--- src/rtl/bc_horner.sv ---
// Control block for the Horner polynomial datapath.
// Evaluates acc = c[n]; then acc = acc*x + c[i] for i = n-1..0, where the
// degree n is latched at start. Drives the datapath register loads, the mux
// selects, the multiplier strobe and the coefficient index. Moore outputs.
module bc_horner #(
  parameter int CNT_W = 4,
  parameter int SEL_W = 2
) (
  input  logic             clock,
  input  logic             reset,
  input  logic             enable,
  input  logic             abort,
  input  logic [CNT_W-1:0] n_terms,
  output logic             LX,
  output logic [SEL_W-1:0] M0,
  output logic [SEL_W-1:0] M1,
  output logic [SEL_W-1:0] M2,
  output logic             H,
  output logic             LS,
  output logic             LH,
  output logic [CNT_W-1:0] coef_idx,
  output logic             busy,
  output logic             done,
  output logic             ready
);

  typedef enum logic [2:0] {
    IDLE  = 3'd0,
    LOADX = 3'd1,
    INIT  = 3'd2,
    MUL   = 3'd3,
    ADD   = 3'd4,
    DONE  = 3'd5
  } state_t;

  state_t           state;
  state_t           state_nxt;
  logic [CNT_W-1:0] cnt;
  logic [CNT_W-1:0] cnt_nxt;

  // State and loop-counter registers; reset overrides every other input.
  always_ff @(posedge clock) begin
    if (reset) begin
      state <= IDLE;
      cnt   <= '0;
    end else begin
      state <= state_nxt;
      cnt   <= cnt_nxt;
    end
  end

  // Next-state and counter update. The counter only decrements when it is
  // non-zero, so the maximum degree terminates without wrapping.
  always_comb begin
    state_nxt = state;
    cnt_nxt   = cnt;
    case (state)
      IDLE: begin
        if (enable && !abort) begin
          state_nxt = LOADX;
          cnt_nxt   = n_terms;
        end
      end
      LOADX: state_nxt = INIT;
      INIT, ADD: begin
        if (cnt == '0) begin
          state_nxt = DONE;
        end else begin
          cnt_nxt   = cnt - 1'b1;
          state_nxt = MUL;
        end
      end
      MUL:     state_nxt = ADD;
      DONE:    state_nxt = IDLE;
      default: state_nxt = IDLE;
    endcase
    // Abort cancels any active run, including the DONE cycle.
    if (abort && (state != IDLE)) begin
      state_nxt = IDLE;
      cnt_nxt   = '0;
    end
  end

  // Output decode from state only; coef_idx is the registered counter.
  always_comb begin
    LX       = 1'b0;
    M0       = '0;
    M1       = '0;
    M2       = '0;
    H        = 1'b0;
    LS       = 1'b0;
    LH       = 1'b0;
    done     = 1'b0;
    ready    = 1'b0;
    busy     = 1'b1;
    coef_idx = cnt;
    case (state)
      IDLE: begin
        ready = 1'b1;
        busy  = 1'b0;
      end
      LOADX: LX = 1'b1;
      INIT: begin
        M0 = SEL_W'(1);
        LS = 1'b1;
      end
      MUL: begin
        M1 = SEL_W'(1);
        M2 = SEL_W'(0);
        H  = 1'b1;
        LH = 1'b1;
      end
      ADD: begin
        M0 = SEL_W'(2);
        M1 = SEL_W'(2);
        M2 = SEL_W'(3);
        LS = 1'b1;
      end
      DONE:    done = 1'b1;
      default: begin
        ready = 1'b1;
        busy  = 1'b0;
      end
    endcase
  end

endmodule
--- config.mk ---
export PLATFORM = sky130hd
export DESIGN_NAME = bc_horner
export DESIGN_NICKNAME = d
export VERILOG_FILES = /design/src/rtl/bc_horner.sv
export SDC_FILE = /design/constraint.sdc
export NUM_CORES = 1
export LEC_CHECK = 0
export CAP_MARGIN = 40
export CORE_MARGIN = 10
export CORE_UTILIZATION = 35
export DETAILED_ROUTE_END_ITERATION = 8
export PLACE_DENSITY = 0.7
export SYNTH_ARGS = -nofsm -noshare
export SYNTH_HDL_FRONTEND = slang
export SYNTH_SLANG_ARGS = --single-unit
export TNS_END_PERCENT = 100
--- constraint.sdc ---
create_clock -name clock -period 2.5 [get_ports clock]
set_input_delay 0.375 -clock clock [delete_from_list [all_inputs] [get_ports clock]]
set_output_delay 0.375 -clock clock [all_outputs]
set_load 0.05 [all_outputs]
==> out/qor.csv, run 1 <==
stage;metric;value;unit
sta;slew_viol_final;0;
drt;postRouteAntennaNets;0;
drt;dr.max_layer_used;met4;
setup_path;r2r_cells;6;
synth;yosys.area.top_type_share;0.2611;
floorplanning;die_w;59.16;um
power;clock_power_share;0.314;
sta;final-hold-violation-count;0;
global_route;grt.total_usage;0.09142;
floorplanning;io_pins;25;
power;p_seq_frac;0.370;
cts;clock_path_buffers;2;
drt;drt-initial-drc-count;11;
cts;clkTransAtPathRegs;0.05;ns
cts;clkLatencyLatePin;0.26;ns
synth;synth.area.top_cells;dfxtp_1, buf_4, nor3b_1, nor2b_1, a211oi_1;
synth;synth_cell_types;31;
synth;ys_async_sr_fraction;0;
global_route;grt_pass1_wl;2.421;mm
hold_path;worstHoldStart;coef_idx[1];
power;p_leak;0.3077;nW
sta;setup_viol;0;
floorplanning;die_h;59.16;um
synth;yosysSeqAreaShare;0.2611;
power;cellInternalPower;223.1;uW
global_route;grt_max_degree;13;
drt;dr_wl_met2;734;um
setup_path;critical_path_arrival;2.01;ns
hold_path;hp-class;flip-flop to flip-flop;
synth;synth_top_cell_by_area;dfxtp_1;
setup_path;reg2reg_from;coef_idx[0];
global_route;antenna_found_initial;0;
setup_path;end_kind;output port;
cts;cts_buffers;3;
cts;cts_tree;done;
drt;num_vias;563;
cts;h-tree-depth;1;
placement;place_hpwl;1.195;mm
floorplanning;core.rowCount;14;
floorplanning;core_area;1471;sq um
setup_path;reg2reg_setup_slack;0.67;ns
power;swShare;0.3424;
drt;routed_wl;1.491;mm
sta;worstMarginPinSlew;0.6095;ns
placement;gp_congestion;0.8567;
setup_path;crit_fanout;12;
sta;period_minus_slack;2.382;ns
drt;remaining_drc_errors;0;
power;ir_worst_vdd;0.3004;mV
sta;fmax;419.8;MHz
sta;hold-worst-slack;0.5149;ns
synth;syn_area_per_cell;8.133;sq um
power;pwr-share-comb;0.317;
cts;root_buffer;clkbuf_4;
global_route;overflow;0;
cells_and_area;n_antenna_cell;0;
setup_path;startpoint_type;flip-flop;
status;status;finished clean;
sta;rsz0062_at_grt;false;
hold_path;hold_depth;2;
cells_and_area;nets;98;
synth;synth_fp_nets;75;
cells_and_area;areaGrowthSynthToFinish;44.52;%
drt;wl_met3;105;um
floorplanning;start_util;0.3648;
sta;fin_setup_tns;0;ns
sta;min_period_over_period;0.9529;
placement;io_buffer_count;24;
drt;firstDrtPassIters;4;
cells_and_area;num-fill-cells;146;
floorplanning;die_area;3500;sq um
synth;ys_warn_count;0;
drt;met1_length;607;um
synth;synth_cells;66;
power;finalPower;339.3;uW
cts;numClockSinks;7;
setup_path;required;2.12;ns
sta;worst_clock_skew;0.0004612;ns
setup_path;reg2reg_to;coef_idx[1];
global_route;grt_pass1_vias;465;
cells_and_area;layout-drive-gt1-share;0.1591;
job;drv_cap;0;
drt;wire_per_inst;14.34;um
hold_path;hold_path_end;coef_idx[1];
power;p_per_area;437.3;nW/um^2
synth;syn_area;536.8;sq um
cts;cts_hold_buf;0;
setup_path;criticalPathCategory;flip-flop to output port;
drt;routed_via_density;5.413;
sta;max_slew_margin;0.5908;
power;p_sw;116.2;uW
synth;synth_edf_count;0;
synth;synth-seq-cells;7;
synth;synth-main-ff-cell;dfxtp_1;
critical path, cell delays in order (launching register included):
cell,delay [ns]
dfxtp_1,0.56
nor3b_2,0.33
clkdlybuf4s50_1,0.86
worst max path at each step:
stage,startpoint,to,slack (ns),cells after the start
after CTS,state[1],M0[0],0.09,3
after global placement,state[1],M0[0],0.41,3
final,state[2],M0[1],0.12,2
after floorplan,state[2],M1[1],0.41,2
after global routing,state[2],M2[0],0.007,2
after detailed placement,state[1],M0[0],0.37,3
cells in the mapped netlist (2+ instances only):
| master | number |
|---|---|
| nor2b_1 | 4 |
| a21oi_1 | 2 |
| o311ai_0 | 2 |
| dfxtp_1 | 7 |
| buf_4 | 4 |
| a211oi_1 | 3 |
| nor3b_1 | 4 |
| nor2_1 | 6 |
| and2_1 | 2 |
| nor3_1 | 4 |
| o21ai_0 | 2 |
| nand2_1 | 4 |
| inv_1 | 3 |
| or2_1 | 2 |
stage by stage:
stage / instance area (sq um) / std cells / util / setup WS (ns)
after CTS: 773.2 / 104 / 0.5255 / 0.09274
after global routing: 775.7 / 104 / 0.5272 / 0.006609
after global placement: 747.0 / 100 / 0.5077 / 0.4092
after floorplan: 541.8 / 66 / - / 0.4086
final: 775.7 / 104 / 0.5272 / 0.1178
after detailed placement: 747.0 / 100 / 0.5077 / 0.3697
cell type report:
| class | count | area (sq um) | share of cell area |
|---|---|---|---|
| Multi-Input combinational cell | 49 | 340.3 | 0.4387 |
| Timing Repair Buffer | 25 | 237.7 | 0.3065 |
| Sequential cell | 7 | 140.1 | 0.1806 |
| Clock buffer | 4 | 26.28 | 0.03387 |
| Tap cell | 16 | 20.02 | 0.02581 |
| Inverter | 3 | 11.26 | 0.01452 |
layer usage:
layer  up-vias  GRT usage
li1        284          -
met1       262     0.1048
met2        12     0.1276
met3         5    0.04936
met4         0    0.05902
met5         -          0
power groups by stage:
stage               clock (mW)  combinational [mW]  sequential [mW]
floorplan                    0              0.0571            0.140
global placement             0               0.108            0.127
detailed placement           0               0.108            0.128
CTS                      0.110               0.108            0.125
global route             0.122               0.116            0.126
finish                   0.106               0.107            0.125
logic make-up after synthesis:
family | count (synthesis) | synth area share
AOI/OAI and AO/OA | 15 | 0.2215
xor gates and xnor gates | 2 | 0.03264
adders and majority gates | 1 | 0.02331
buffers and inverters | 10 | 0.1142
DFF | 7 | 0.2611
muxes | 1 | 0.01865
and+or+nand+nor | 30 | 0.3287
repair_timing:
item,CTS,global route
gates resized for setup,0,1
setup buffers,0,0
endpoints found under the setup margin,0,1
layout by cell type (no fill, tap or decap):
cell type / synthesis / layout
clkdlybuf4s50_1: 0 / 18
dfxtp_1: 7 / 7
nor2_1: 6 / 6
buf_4: 4 / 6
nor2b_1: 4 / 4
nand2_1: 4 / 4
nor3_1: 4 / 4
inv_1: 3 / 3
nor3b_1: 4 / 3
a211oi_1: 3 / 3
clkbuf_4: 0 / 3
and2_1: 2 / 2
or2_1: 2 / 2
o21ai_0: 2 / 2
a21oi_1: 2 / 2
o311ai_0: 2 / 2
xnor2_1: 1 / 1
nor3b_2: 0 / 1
and3b_1: 1 / 1
or3_1: 1 / 1
xor2_1: 1 / 1
or3b_2: 1 / 1
nor4b_2: 1 / 1
a21oi_2: 1 / 1
o31a_1: 1 / 1
o32ai_2: 1 / 1
o31ai_1: 1 / 1
mux2i_1: 1 / 1
o41ai_1: 1 / 1
a2111oi_0: 1 / 1
ha_1: 1 / 1
clkbuf_1: 1 / 1
dlymetal6s2s_1: 0 / 1
registers in the layout, summed over array words and instances (netlist names):
signal    flops
coef_idx      4
state         3
Power figures use the tool's default switching activity.
==> inputs of run 2 (changes only) <==
--- a/config.mk
+++ b/config.mk
@@ -6,7 +6,7 @@
 export NUM_CORES = 1
 export LEC_CHECK = 0
 export CAP_MARGIN = 40
-export CORE_MARGIN = 10
+export CORE_MARGIN = 2
 export CORE_UTILIZATION = 35
 export DETAILED_ROUTE_END_ITERATION = 8
 export PLACE_DENSITY = 0.7
==> run 2 against run 1 <==
Maximum frequency decreased by 1.7%. Die area shrank 47%. Clock-buffer cell count did not move. Via count down 0.71%. Final cell count decreased by 0.96%. Largest cell class unchanged. Largest power group unchanged.
==> out/qor.csv, run 2 (synthesized netlist as in run 1, its figures left out) <==
stage;metric;value;unit;change
sta;worstMarginPinSlew;0.6038;ns;-0.005713 ns
cells_and_area;areaGrowthSynthToFinish;44.99;%;
sta;worst_clock_skew;0.001705;ns;+0.001243 ns
sta;fmax;412.4;MHz;-1.7%
global_route;overflow;0;;unchanged
power;cellInternalPower;222.0;uW;-0.50%
power;p_per_area;437.9;nW/um^2;+0.13%
cells_and_area;layout-drive-gt1-share;0.1264;;-0.03265
drt;postRouteAntennaNets;0;;unchanged
placement;place_ws;0.3223;ns;-0.04748 ns
setup_path;criticalPathCategory;flip-flop to output port;;
cts;cts_buffers;3;;unchanged
floorplanning;die_area;1863;sq um;-47%
cells_and_area;n_antenna_cell;0;;unchanged
cts;clkLatencyLatePin;0.26;ns;about the same
power;swShare;0.3487;;+0.006250
drt;firstDrtPassIters;4;;unchanged
drt;wire_per_inst;13.19;um;-8.0%
floorplanning;io_pins;25;;unchanged
power;p_seq_frac;0.372;;+0.002
sta;min_period_over_period;0.9699;;+0.01697
placement;dp_cells;99;;-1.0%
setup_path;startpoint_type;flip-flop;;
global_route;grt_pass1_wl;2.235;mm;-7.7%
power;p_sw;118.8;uW;+2.3%
global_route;antenna_found_initial;0;;unchanged
drt;routed_via_density;5.427;;+0.25%
drt;remaining_drc_errors;0;;unchanged
cells_and_area;largest_reg_flops;4;;unchanged
setup_path;end_kind;output port;;
cells_and_area;layout_commonest_cell;clkdlybuf4s50_1;;
placement;place_hpwl;963.7;um;-19%
job;drv_cap;0;;unchanged
power;pwr-share-comb;0.307;;-0.010
sta;slew_viol_final;0;;unchanged
power;finalPower;340.8;uW;+0.46%
cts;cts_tree;done;;
placement;io_buffer_count;24;;unchanged
cells_and_area;nets;97;;-1.0%
cells_and_area;fin_cells;103;;-0.96%
cts;numClockSinks;7;;unchanged
global_route;grt_max_degree;18;;+5
sta;setup_viol;0;;unchanged
floorplanning;core.rowCount;14;;unchanged
sta;final-hold-violation-count;0;;unchanged
power;p_leak;0.3359;nW;+9.1%
drt;routed_wl;1.359;mm;-8.9%
setup_path;required;2.12;ns;about the same
drt;num_vias;559;;-0.71%
power;clock_power_share;0.321;;+0.007
cts;root_buffer;clkbuf_4;;
floorplanning;core_area;1471;sq um;unchanged
cts;h-tree-depth;1;;unchanged
floorplanning;start_util;0.3648;;unchanged
floorplanning;die_w;43.16;um;-27%
global_route;grt.total_usage;0.1610;;+0.06962
sta;hold-worst-slack;0.5040;ns;-0.01096 ns
sta;period_minus_slack;2.425;ns;+0.04242 ns
sta;max_slew_margin;0.5946;;+0.003836
placement;gp_congestion;0.7677;;-10%
status;status;finished clean;;
floorplanning;die_h;43.16;um;-27%
cts;clkTransAtPathRegs;0.06;ns;about the same
cells_and_area;num-fill-cells;145;;-0.68%
cells_and_area;multi_input_area;340.3;sq um;unchanged
drt;drt-initial-drc-count;9;;-2
power;ir_worst_vdd;0.2493;mV;-17%
setup_path;critical_path_arrival;2.05;ns;+0.04 ns
sta;fin_setup_tns;0;ns;unchanged
global_route;grt_pass1_vias;502;;+8.0%
cts;clock_path_buffers;2;;unchanged
sta;rsz0062_at_grt;false;;
setup_path;crit_fanout;12;;unchanged
cells_and_area;most-common-layout-cells;clkdlybuf4s50_1, dfxtp_1, nor2_1;;
sta;setup_ws;0.07534;ns;-0.04242 ns
hold_path;hp-class;flip-flop to flip-flop;;
cells_and_area;regArea;140.1;sq um;unchanged
[run 2: metal layers]
metal,vias to the layer above,wire [um],GRT usage
li1,276,-,-
met1,265,614,0.2051
met2,16,653,0.2418
met3,2,76,0.05957
met4,0,14,0.06667
met5,-,0,0
[run 2: final timing paths]
path	startpoint	endpoint	slack, ns	depth (start not counted)
max reg2reg	coef_idx[0]	coef_idx[0]	0.68	6
min reg2reg	coef_idx[1]	coef_idx[1]	0.50	2
max	state[1]	M0[0]	0.08	3
min	coef_idx[1]	coef_idx[1]	0.50	2
[run 2: timing repair]
item | in CTS | in global routing
setup buffers | 0 | 0
hold buffers | 0 | 0
resized for setup | 0 | 3
endpoints found under the setup margin | 0 | 3
hold endpoints to repair | 0 | 0
[run 2: final cells by class]
class / count / area share
clock buffers: 4 / 0.03376
inverters: 3 / 0.01447
multi-input cells: 49 / 0.4373
flip-flops and latches: 7 / 0.1801
well taps: 16 / 0.02572
repair buffers: 24 / 0.3087
[run 2: power by group through the flow]
stage,Sequential [mW],Clock (mW),Combinational [mW]
CTS,0.127,0.112,0.105
floorplan,0.140,0,0.0571
global placement,0.129,0,0.104
finish,0.127,0.109,0.105
global route,0.128,0.120,0.113
detailed placement,0.129,0,0.103
[run 2: worst max-delay path, stage by stage, from the launching register on]
cell,delay (ns)
dfxtp_1,0.60
nor2b_1,0.24
nor2b_1,0.14
clkdlybuf4s50_1,0.81
[run 2: stage by stage]
step	utilization	area, sq um
after floorplan	-	541.8
after global placement	0.5060	744.5
after detailed placement	0.5060	744.5
after CTS	0.5238	770.7
after global routing	0.5289	778.2
final	0.5289	778.2
==> inputs of run 3 (changes only) <==
--- a/config.mk
+++ b/config.mk
@@ -8,6 +8,7 @@
 export CAP_MARGIN = 40
 export CORE_MARGIN = 2
 export CORE_UTILIZATION = 35
+export CTS_CLUSTER_DIAMETER = 30
 export DETAILED_ROUTE_END_ITERATION = 8
 export PLACE_DENSITY = 0.7
 export SYNTH_ARGS = -nofsm -noshare
==> results of run 3 <==
Final layout, timing and power as in run 2 (identical DEF).
